[src/rtl/x68k_ldr_pkg.sv]
// Shared types and constants for the X68K loader sink.
package x68k_ldr_pkg;

    // Loader byte address width and the matching 16-bit word index width.
    localparam int LDR_AW  = 20;
    localparam int LDR_WAW = LDR_AW - 1;

    // Byte-enable patterns: [1] = even/high byte, [0] = odd/low byte.
    localparam logic [1:0] BE_WORD = 2'b11;
    localparam logic [1:0] BE_HI   = 2'b10;
    localparam logic [1:0] BE_LO   = 2'b01;

    // Top-level handshake state.
    typedef enum logic [1:0] {
        IDLE  = 2'd0,
        WRITE = 2'd1,
        ACK   = 2'd2
    } ldr_state_t;

    // Decision taken in IDLE for the current cycle.
    typedef enum logic [2:0] {
        ACT_NONE    = 3'd0,  // nothing to do
        ACT_CAPTURE = 3'd1,  // even byte parked in the hold buffer
        ACT_WORD    = 3'd2,  // held even byte + current odd byte
        ACT_LO      = 3'd3,  // lone odd byte
        ACT_FLUSH   = 3'd4   // held even byte written on its own
    } ldr_act_t;

    // Number of bytes a write with this byte-enable commits.
    function automatic logic [1:0] be_popcount(input logic [1:0] be);
        return {1'b0, be[1]} + {1'b0, be[0]};
    endfunction

endpackage

[src/rtl/x68k_ldr_sink.sv]
// Loader sink: pairs loader bytes into big-endian 16-bit words and issues
// them to a memory write port, acknowledging the loader once each byte is
// either buffered or written.
module x68k_ldr_sink
    import x68k_ldr_pkg::*;
#(
    parameter int             MAW      = 23,
    parameter logic [MAW-1:0] MEM_BASE = '0
) (
    input  logic              sysclk,
    input  logic              rstn,
    input  logic [LDR_AW-1:0] ldr_addr,
    input  logic [7:0]        ldr_wdat,
    input  logic              ldr_aen,
    input  logic              ldr_wr,
    output logic              ldr_ack,
    output logic [MAW-1:0]    mem_addr,
    output logic [15:0]       mem_wdat,
    output logic [1:0]        mem_be,
    output logic              mem_wr,
    input  logic              mem_ack,
    output logic              busy,
    output logic [LDR_AW-1:0] byte_cnt
);

    // ------------------------------------------------------------------
    // State
    // ------------------------------------------------------------------
    ldr_state_t          r_state;
    logic                r_ack_after;   // WRITE ends in ACK (1) or IDLE (0)
    logic                r_hold_valid;
    logic [LDR_WAW-1:0]  r_hold_waddr;
    logic [7:0]          r_hold_byte;
    logic                r_aen_d;       // previous ldr_aen, for edge detect
    logic                r_flush_pend;  // ldr_aen fell while not in IDLE
    logic                r_ldr_ack;
    logic                r_mem_wr;
    logic [MAW-1:0]      r_mem_addr;
    logic [15:0]         r_mem_wdat;
    logic [1:0]          r_mem_be;
    logic [LDR_AW-1:0]   r_byte_cnt;

    // ------------------------------------------------------------------
    // Decode
    // ------------------------------------------------------------------
    logic                w_req;
    logic                w_req_odd;
    logic [LDR_WAW-1:0]  w_req_waddr;
    logic                w_aen_fall;
    logic                w_pair_match;
    logic                w_flush_aen;
    logic                w_wr_done;
    logic                w_issue;
    ldr_act_t            w_act;
    logic [LDR_WAW-1:0]  w_issue_waddr;
    logic [15:0]         w_issue_wdat;
    logic [1:0]          w_issue_be;
    logic [LDR_AW:0]     w_cnt_sum;

    // ldr_ack is still high while the initiator drops ldr_wr, so masking
    // with it prevents the same byte from being taken twice.
    assign w_req        = ldr_aen & ldr_wr & ~r_ldr_ack;
    assign w_req_odd    = ldr_addr[0];
    assign w_req_waddr  = ldr_addr[LDR_AW-1:1];
    assign w_aen_fall   = r_aen_d & ~ldr_aen;
    assign w_pair_match = w_req_odd & r_hold_valid & (r_hold_waddr == w_req_waddr);
    // A pending session end (seen now or latched earlier) only matters
    // when there is a byte to push out.
    assign w_flush_aen  = r_hold_valid & (w_aen_fall | r_flush_pend);
    assign w_wr_done    = (r_state == WRITE) & mem_ack;
    assign w_issue      = (w_act == ACT_WORD) | (w_act == ACT_LO) | (w_act == ACT_FLUSH);

    // Choose what IDLE does this cycle; the session-end flush wins over a request.
    always_comb begin
        w_act = ACT_NONE;
        if (r_state == IDLE) begin
            if (w_flush_aen) begin
                w_act = ACT_FLUSH;
            end else if (w_req) begin
                if (w_pair_match) begin
                    w_act = ACT_WORD;
                end else if (r_hold_valid) begin
                    // Request stays pending and is re-evaluated after the flush.
                    w_act = ACT_FLUSH;
                end else if (w_req_odd) begin
                    w_act = ACT_LO;
                end else begin
                    w_act = ACT_CAPTURE;
                end
            end
        end
    end

    // Assemble the word address, data and byte enables for the write being issued.
    always_comb begin
        w_issue_waddr = w_req_waddr;
        w_issue_wdat  = {8'h00, ldr_wdat};
        w_issue_be    = BE_LO;
        case (w_act)
            ACT_WORD: begin
                w_issue_wdat = {r_hold_byte, ldr_wdat};
                w_issue_be   = BE_WORD;
            end
            ACT_FLUSH: begin
                w_issue_waddr = r_hold_waddr;
                w_issue_wdat  = {r_hold_byte, 8'h00};
                w_issue_be    = BE_HI;
            end
            default: begin
            end
        endcase
    end

    // Saturating byte counter increment; the extra top bit flags overflow.
    assign w_cnt_sum = {1'b0, r_byte_cnt} + {{(LDR_AW-1){1'b0}}, be_popcount(r_mem_be)};

    // ------------------------------------------------------------------
    // Sequential logic
    // ------------------------------------------------------------------

    // FSM: IDLE decides, WRITE waits for mem_ack, ACK waits for ldr_wr to drop.
    always_ff @(posedge sysclk or negedge rstn) begin
        if (!rstn) begin
            r_state     <= IDLE;
            r_ack_after <= 1'b0;
        end else begin
            unique case (r_state)
                IDLE: begin
                    if (w_issue) begin
                        r_state     <= WRITE;
                        r_ack_after <= (w_act != ACT_FLUSH);
                    end else if (w_act == ACT_CAPTURE) begin
                        r_state <= ACK;
                    end
                end
                WRITE: begin
                    if (mem_ack) begin
                        r_state <= r_ack_after ? ACK : IDLE;
                    end
                end
                ACK: begin
                    if (!ldr_wr) begin
                        r_state <= IDLE;
                    end
                end
                default: r_state <= IDLE;
            endcase
        end
    end

    // Loader acknowledge: raised on entry to ACK, dropped once ldr_wr is seen low.
    always_ff @(posedge sysclk or negedge rstn) begin
        if (!rstn) begin
            r_ldr_ack <= 1'b0;
        end else if (w_act == ACT_CAPTURE) begin
            r_ldr_ack <= 1'b1;
        end else if (w_wr_done && r_ack_after) begin
            r_ldr_ack <= 1'b1;
        end else if (r_state == ACK && !ldr_wr) begin
            r_ldr_ack <= 1'b0;
        end
    end

    // Memory write request: set on issue, cleared on the mem_ack edge.
    always_ff @(posedge sysclk or negedge rstn) begin
        if (!rstn) begin
            r_mem_wr <= 1'b0;
        end else if (w_issue) begin
            r_mem_wr <= 1'b1;
        end else if (w_wr_done) begin
            r_mem_wr <= 1'b0;
        end
    end

    // Memory address/data/enables, frozen for the whole WRITE phase.
    always_ff @(posedge sysclk or negedge rstn) begin
        if (!rstn) begin
            r_mem_addr <= '0;
            r_mem_wdat <= '0;
            r_mem_be   <= '0;
        end else if (w_issue) begin
            r_mem_addr <= MEM_BASE + MAW'(w_issue_waddr);
            r_mem_wdat <= w_issue_wdat;
            r_mem_be   <= w_issue_be;
        end
    end

    // Hold buffer: parks an even byte until its odd partner or a flush.
    always_ff @(posedge sysclk or negedge rstn) begin
        if (!rstn) begin
            r_hold_valid <= 1'b0;
            r_hold_waddr <= '0;
            r_hold_byte  <= '0;
        end else if (w_act == ACT_CAPTURE) begin
            r_hold_valid <= 1'b1;
            r_hold_waddr <= w_req_waddr;
            r_hold_byte  <= ldr_wdat;
        end else if (w_act == ACT_WORD || w_act == ACT_FLUSH) begin
            r_hold_valid <= 1'b0;
        end
    end

    // Session-end tracking: latch an ldr_aen fall seen outside IDLE.
    always_ff @(posedge sysclk or negedge rstn) begin
        if (!rstn) begin
            r_aen_d      <= 1'b0;
            r_flush_pend <= 1'b0;
        end else begin
            r_aen_d <= ldr_aen;
            if (r_state == IDLE) begin
                // IDLE acts on the fall directly (or had nothing to flush).
                r_flush_pend <= 1'b0;
            end else if (w_aen_fall) begin
                r_flush_pend <= 1'b1;
            end
        end
    end

    // Committed byte count, saturating at all-ones.
    always_ff @(posedge sysclk or negedge rstn) begin
        if (!rstn) begin
            r_byte_cnt <= '0;
        end else if (w_wr_done) begin
            r_byte_cnt <= w_cnt_sum[LDR_AW] ? {LDR_AW{1'b1}} : w_cnt_sum[LDR_AW-1:0];
        end
    end

    // ------------------------------------------------------------------
    // Outputs
    // ------------------------------------------------------------------
    assign ldr_ack  = r_ldr_ack;
    assign mem_wr   = r_mem_wr;
    assign mem_addr = r_mem_addr;
    assign mem_wdat = r_mem_wdat;
    assign mem_be   = r_mem_be;
    assign byte_cnt = r_byte_cnt;
    assign busy     = (r_state != IDLE) | r_hold_valid;

endmodule

[config.mk]
export PLATFORM = sky130hd
export DESIGN_NAME = x68k_ldr_sink
export DESIGN_NICKNAME = d
export VERILOG_FILES = /design/src/rtl/x68k_ldr_pkg.sv /design/src/rtl/x68k_ldr_sink.sv
export SDC_FILE = /design/constraint.sdc
export NUM_CORES = 1
export LEC_CHECK = 0
export ABC_AREA = 1
export CORE_ASPECT_RATIO = 1.25
export CORE_MARGIN = 2
export CORE_UTILIZATION = 46
export DETAILED_ROUTE_END_ITERATION = 10
export GPL_TIMING_DRIVEN = 1
export MAX_ROUTING_LAYER = met4
export PLACE_DENSITY = 0.76
export SLEW_MARGIN = 20
export SYNTH_ARGS = -nofsm -noshare
export SYNTH_HDL_FRONTEND = slang
export SYNTH_SLANG_ARGS = --single-unit
[constraint.sdc]
create_clock -name sysclk -period 2.1 [get_ports sysclk]
set_input_delay 0.42 -clock sysclk [delete_from_list [all_inputs] [get_ports sysclk]]
set_output_delay 0.42 -clock sysclk [all_outputs]
set_load 0.05 [all_outputs]
======== Word level (Yosys, flattened, before mapping) ========
Index checks and enable logic that the tools add are counted.
word-level totals
  register bits after elaboration ......... 92
  input port bits ......................... 33
  output and inout port bits .............. 64
  word-level logic and storage cells ...... 76
cells by class
  add/subtract/negate cells ............... 2
  eq/ne operators ......................... 11
  multiplexer cells ....................... 25
  bitwise logic cells ..................... 13
  reductions and logical operators ........ 12
operators by type and width
  cell                  count
  $pmux W16 S2          1
  $add A20 B2 Y21       1
  $mux W20              1
  $eq A19 B19 Y1        1
  $mux W19              1
  $mux W3               5
  $mux W2               6
  $mux W1               9
  $reduce_bool A2 Y1    4
  $and A1 B1 Y1         7
  $eq A3 B2 Y1 const B  2
  $pmux W2 S3           1
  $ne A2 B2 Y1 const B  2
  $or A1 B1 Y1          4
  $pmux W2 S2           1
  $eq A3 B1 Y1 const B  1
  $eq A3 B3 Y1 const B  1
  $ne A3 B2 Y1 const B  1
  $ne A3 B3 Y1 const B  1
  $reduce_and A3 Y1     1
  $reduce_bool A3 Y1    1
  $add A1 B1 Y2         1
  $eq A2 B1 Y1 const B  1
  $eq A2 B2 Y1 const B  1
  6 further kinds       8

======== Depth between registers and ports, before layout ========
  depth in word-level cells ............... 11
  depth in mapped cells ................... 15
  gate-level depth less buffers ........... 13

======== Worst setup path before layout ========
No wires, ideal clock.
  kind .................................... register to register
  start point ............................. register r_mem_be[0] (netlist: mem_be[0])
  end point ............................... register r_byte_cnt[18] (netlist: byte_cnt[18])
  arrival ................................. 2.397 ns
  required time ........................... 1.957 ns
  slack ................................... -0.440 ns
  stages on the path, launching flop included .. 14
  period minus slack after synthesis ...... 2.540 ns
  path through ............................ dfrtp_1 -> inv_1 -> fa_1 -> inv_1 -> ha_1 -> nand3_1 -> nor2_2 -> nand2_2 -> nor2_4 -> nand2_2 -> nor2_1 -> nand4_1 -> a21oi_1 -> o21ai_1
between the ends
  longest elaborated chain between the ends .. 3
RTL lines
  element                 RTL line              source
  from (decl)             x68k_ldr_sink.sv:40   logic [1:0] r_mem_be;
  from (signal assigned)  x68k_ldr_sink.sv:184  r_mem_be <= w_issue_be;
  $add A1 B1 Y2           x68k_ldr_pkg.sv:31    return {1'b0, be[1]} + {1'b0, be[0]};
  $add A20 B2 Y21         x68k_ldr_sink.sv:115  assign w_cnt_sum = {1'b0, r_byte_cnt} + {{(LDR_AW-1){1'b0}}, be_popcount(r_mem_be)};
  $mux W20                x68k_ldr_sink.sv:224  r_byte_cnt <= w_cnt_sum[LDR_AW] ? {LDR_AW{1'b1}} : w_cnt_sum[LDR_AW-1:0];
  to (signal assigned)    x68k_ldr_sink.sv:224
  to (decl)               x68k_ldr_sink.sv:41   logic [LDR_AW-1:0] r_byte_cnt;
Every way passes these cells.
A chain may end at the register's enable or synchronous reset.

======== Worst setup path in the final report ========
  start point ............................. register r_byte_cnt[2] (netlist: byte_cnt[2])
  end point ............................... output byte_cnt[2]
RTL lines
  element    RTL line             source
  to (decl)  x68k_ldr_sink.sv:23  output logic [LDR_AW-1:0] byte_cnt
No word-level cell between the ends.

==> flow_metrics.env <==
export IMPL_async_flop_share_pct=100
export IMPL_clk_latency_ns=0.34
export IMPL_syn_area_um2=4640
export IMPL_cpMaxStageDelayCell="clkdlybuf4s50_1"
export IMPL_p_int_mw=4.90
export IMPL_gp_congestion=0.866
export IMPL_die_h_um=116
export IMPL_nFillCells=813
export IMPL_grt_ovfl_total=0
export IMPL_antenna_found_initial=0
export IMPL_htreeDepth=3
export IMPL_layout_cells_non_filler=872
export IMPL_detail_route_iter0_violations=257
export IMPL_drt_wl_total_um=12300
export IMPL_drive_gt1_share_pct=15.1
export IMPL_cap_violations=0
export IMPL_ir_worst_vdd_mv=0.704
export IMPL_maxSlewViolCount=0
export IMPL_clock_sinks=92
export IMPL_comb_power_share_pct=46.6
export IMPL_cts_buffer_depth=2
export IMPL_setup_ws_ns=0.00150
export IMPL_r2r_slack_ns=0.07
export IMPL_power_mw=8.70
export IMPL_port_buffers=92
export IMPL_cts_root_buffer_cell="clkbuf_16"
export IMPL_hold_path_class="input port to asynchronous set/reset pin"
export IMPL_post_route_min_period_ns=2.10
export IMPL_p_clk_share_pct=20.0
export IMPL_period_share_pct=99.9
export IMPL_grt_pass1_vias=4293
export IMPL_r2r_start="byte_cnt[0]"
export IMPL_rsz0062_at_grt="true"
export IMPL_cp_arrival_ns=1.68
export IMPL_yosysUniqueCellTypes=33
export IMPL_vias=4442
export IMPL_cts_tree="yes"
export IMPL_initial_utilization_pct=46.7
export IMPL_grt_usage_pct=23.4
export IMPL_crit_chain="clkdlybuf4s50_1"
export IMPL_p_switching_mw=3.80
export IMPL_r2r_end="byte_cnt[15]"
export IMPL_die_area_um2=10900
export IMPL_layout_nets=773
export IMPL_setup_viol=0
export IMPL_swShare_pct=43.7
export IMPL_die_x_um=93.9
export IMPL_diodes=0
export IMPL_critPathLaunchType="flip-flop"
export IMPL_dr_pass1_iters=5
export IMPL_synth_enable_flop_cells=0
export IMPL_clock_fmax_mhz=477
export IMPL_mostFrequentLayoutCells="184 x nand2_1, 89 x nand3_1, 89 x dfrtp_1, 88 x clkdlybuf4s50_1, 83 x inv_1"
export IMPL_numCtsBuffers=9
export IMPL_drc=0
export IMPL_critPathKind="flip-flop to primary output"
export IMPL_drtAntennaViolNets=0
export IMPL_grt_max_degree=50
export IMPL_r2r_cells=13
export IMPL_ys_ff_latch=92
export IMPL_worstPathRequired_ns=1.68
export IMPL_rows=41
export IMPL_ctsHoldBuffers=0
export IMPL_slew_headroom_pct=65.0
export IMPL_cp_end_kind="primary output"
export IMPL_clock_skew_ns=0.00693
export IMPL_routedWlPerCell_um=14.1
export IMPL_place_inst=846
export IMPL_avgSynthCellArea_um2=7.65
export IMPL_boundaryPins=97
export IMPL_power_density_nw_per_um2=1330
export IMPL_hold_viol=0
export IMPL_final_common_cell="nand2_1"
export IMPL_pre_cts_ws_ns=-0.236
export IMPL_yosysSeqAreaShare_pct=49.6
export IMPL_ys_warn_count=0
export IMPL_status="complete, no violations"
export IMPL_cpPeakStageDelay_ns=0.86
export IMPL_grt_pass1_wl_um=19700
export IMPL_worstMarginPinSlew_ns=0.524
export IMPL_synth_flop_cell="dfrtp_1"
export IMPL_final_setup_tns_ns=0
export IMPL_clkTransAtPathRegs_ns=0.06
export IMPL_syn_to_final_growth_pct=41.0
export IMPL_vias_per_cell=5.09
export IMPL_crit_fanout=4
export IMPL_synthCells=607
export IMPL_coreArea_um2=9950
export IMPL_hpwlAfterDp_um=8320
export IMPL_power_frac_seq_pct=33.4
export IMPL_crit_buf_inv=1
export IMPL_p_leak_nw=3.44
export IMPL_crit_family="buffers and inverters"
sequential cells by signal, indices dropped and copies added (netlist names):
register	count
r_flush_pend	1
ldr_ack	1
r_state	2
mem_be	2
r_aen_d	1
r_hold_waddr	19
r_hold_byte	8
mem_wr	1
byte_cnt	20
mem_wdat	16
r_hold_valid	1
mem_addr	19
r_ack_after	1
layout make-up:
cell class	count	area (µm²)	area share, %
Sequential cell	92	2310	35.2
Multi-Input combinational cell	401	1980	30.3
Timing Repair Buffer	144	1440	22.0
Inverter	90	343	5.24
Clock buffer	10	229	3.50
Tap cell	129	161	2.47
Clock inverter	6	88.8	1.36
through the flow:
step | util (%) | cell area [µm²] | hold slack, ns
final | 65.8 | 6550 | 0.00533
after global routing | 65.8 | 6550 | 0.0252
after CTS | 63.8 | 6350 | 0.0130
after detailed placement | 60.6 | 6030 | 0.375
after global placement | 60.6 | 6030 | 0.369
after floorplan | - | 4720 | 0.124
cell usage after synthesis (3+ instances only):
master	instances	area (µm²)
a21oi_1	5	25.0
buf_2	8	40.0
buf_4	9	67.6
clkbuf_1	6	22.5
dfrtp_1	92	2300
inv_1	87	327
nand2_1	187	702
nand2_2	7	43.8
nand3_1	96	480
nand3b_1	3	22.5
nand4_1	5	31.3
nor2_1	21	78.8
nor2_2	3	18.8
nor2_4	3	33.8
nor3_1	3	15.0
o21ai_0	38	190
o21ai_1	6	30.0
or2_2	4	25.0
xor2_1	5	43.8
repair_timing:
item                                    CTS  global route
gates resized for setup                   0            24
setup buffers                             0             7
endpoints found under the setup margin    0            38
endpoints found under the hold margin     0             0
power by group through the flow:
stage               Combinational [mW]  Sequential (mW)  Clock (mW)
CTS                               3.97             2.89        1.75
floorplan                         1.38             4.01           0
detailed placement                3.95             2.91           0
global route                      4.40             2.98        1.84
finish                            4.06             2.90        1.74
global placement                  3.87             2.88           0
worst max path at each step:
stage / startpoint / endpoint / depth (start not counted)
global route: byte_cnt[0] / byte_cnt[18] / 13
detailed placement: ldr_addr[15] / mem_wdat[5] / 14
CTS: byte_cnt[0] / byte_cnt[18] / 13
finish: byte_cnt[2] / byte_cnt[2] / 1
floorplan: byte_cnt[0] / byte_cnt[18] / 13
global placement: ldr_addr[8] / r_hold_waddr[6] / 13
per-layer routing:
| metal | vias to the layer above | part of all wire, % | global-route usage [%] |
|---|---|---|---|
| met2 | 131 | 53 | 40.9 |
| met3 | 18 | 5.2 | 3.23 |
| met4 | 0 | 1.8 | 8.99 |
| li1 | 2161 | - | - |
| met1 | 2132 | 40 | 27.5 |
| met5 | - | 0 | - |
cell families after synthesis:
group	synth area share, %
AO/OA/AOI/OAI	5.60
XOR/XNOR	1.32
adder cells (fa/ha/maj)	0.701
buffers and inverters	10.5
flip-flops	49.6
other	0.0808
AND/OR/NAND/NOR	32.3
Power figures use the tool's default switching activity.
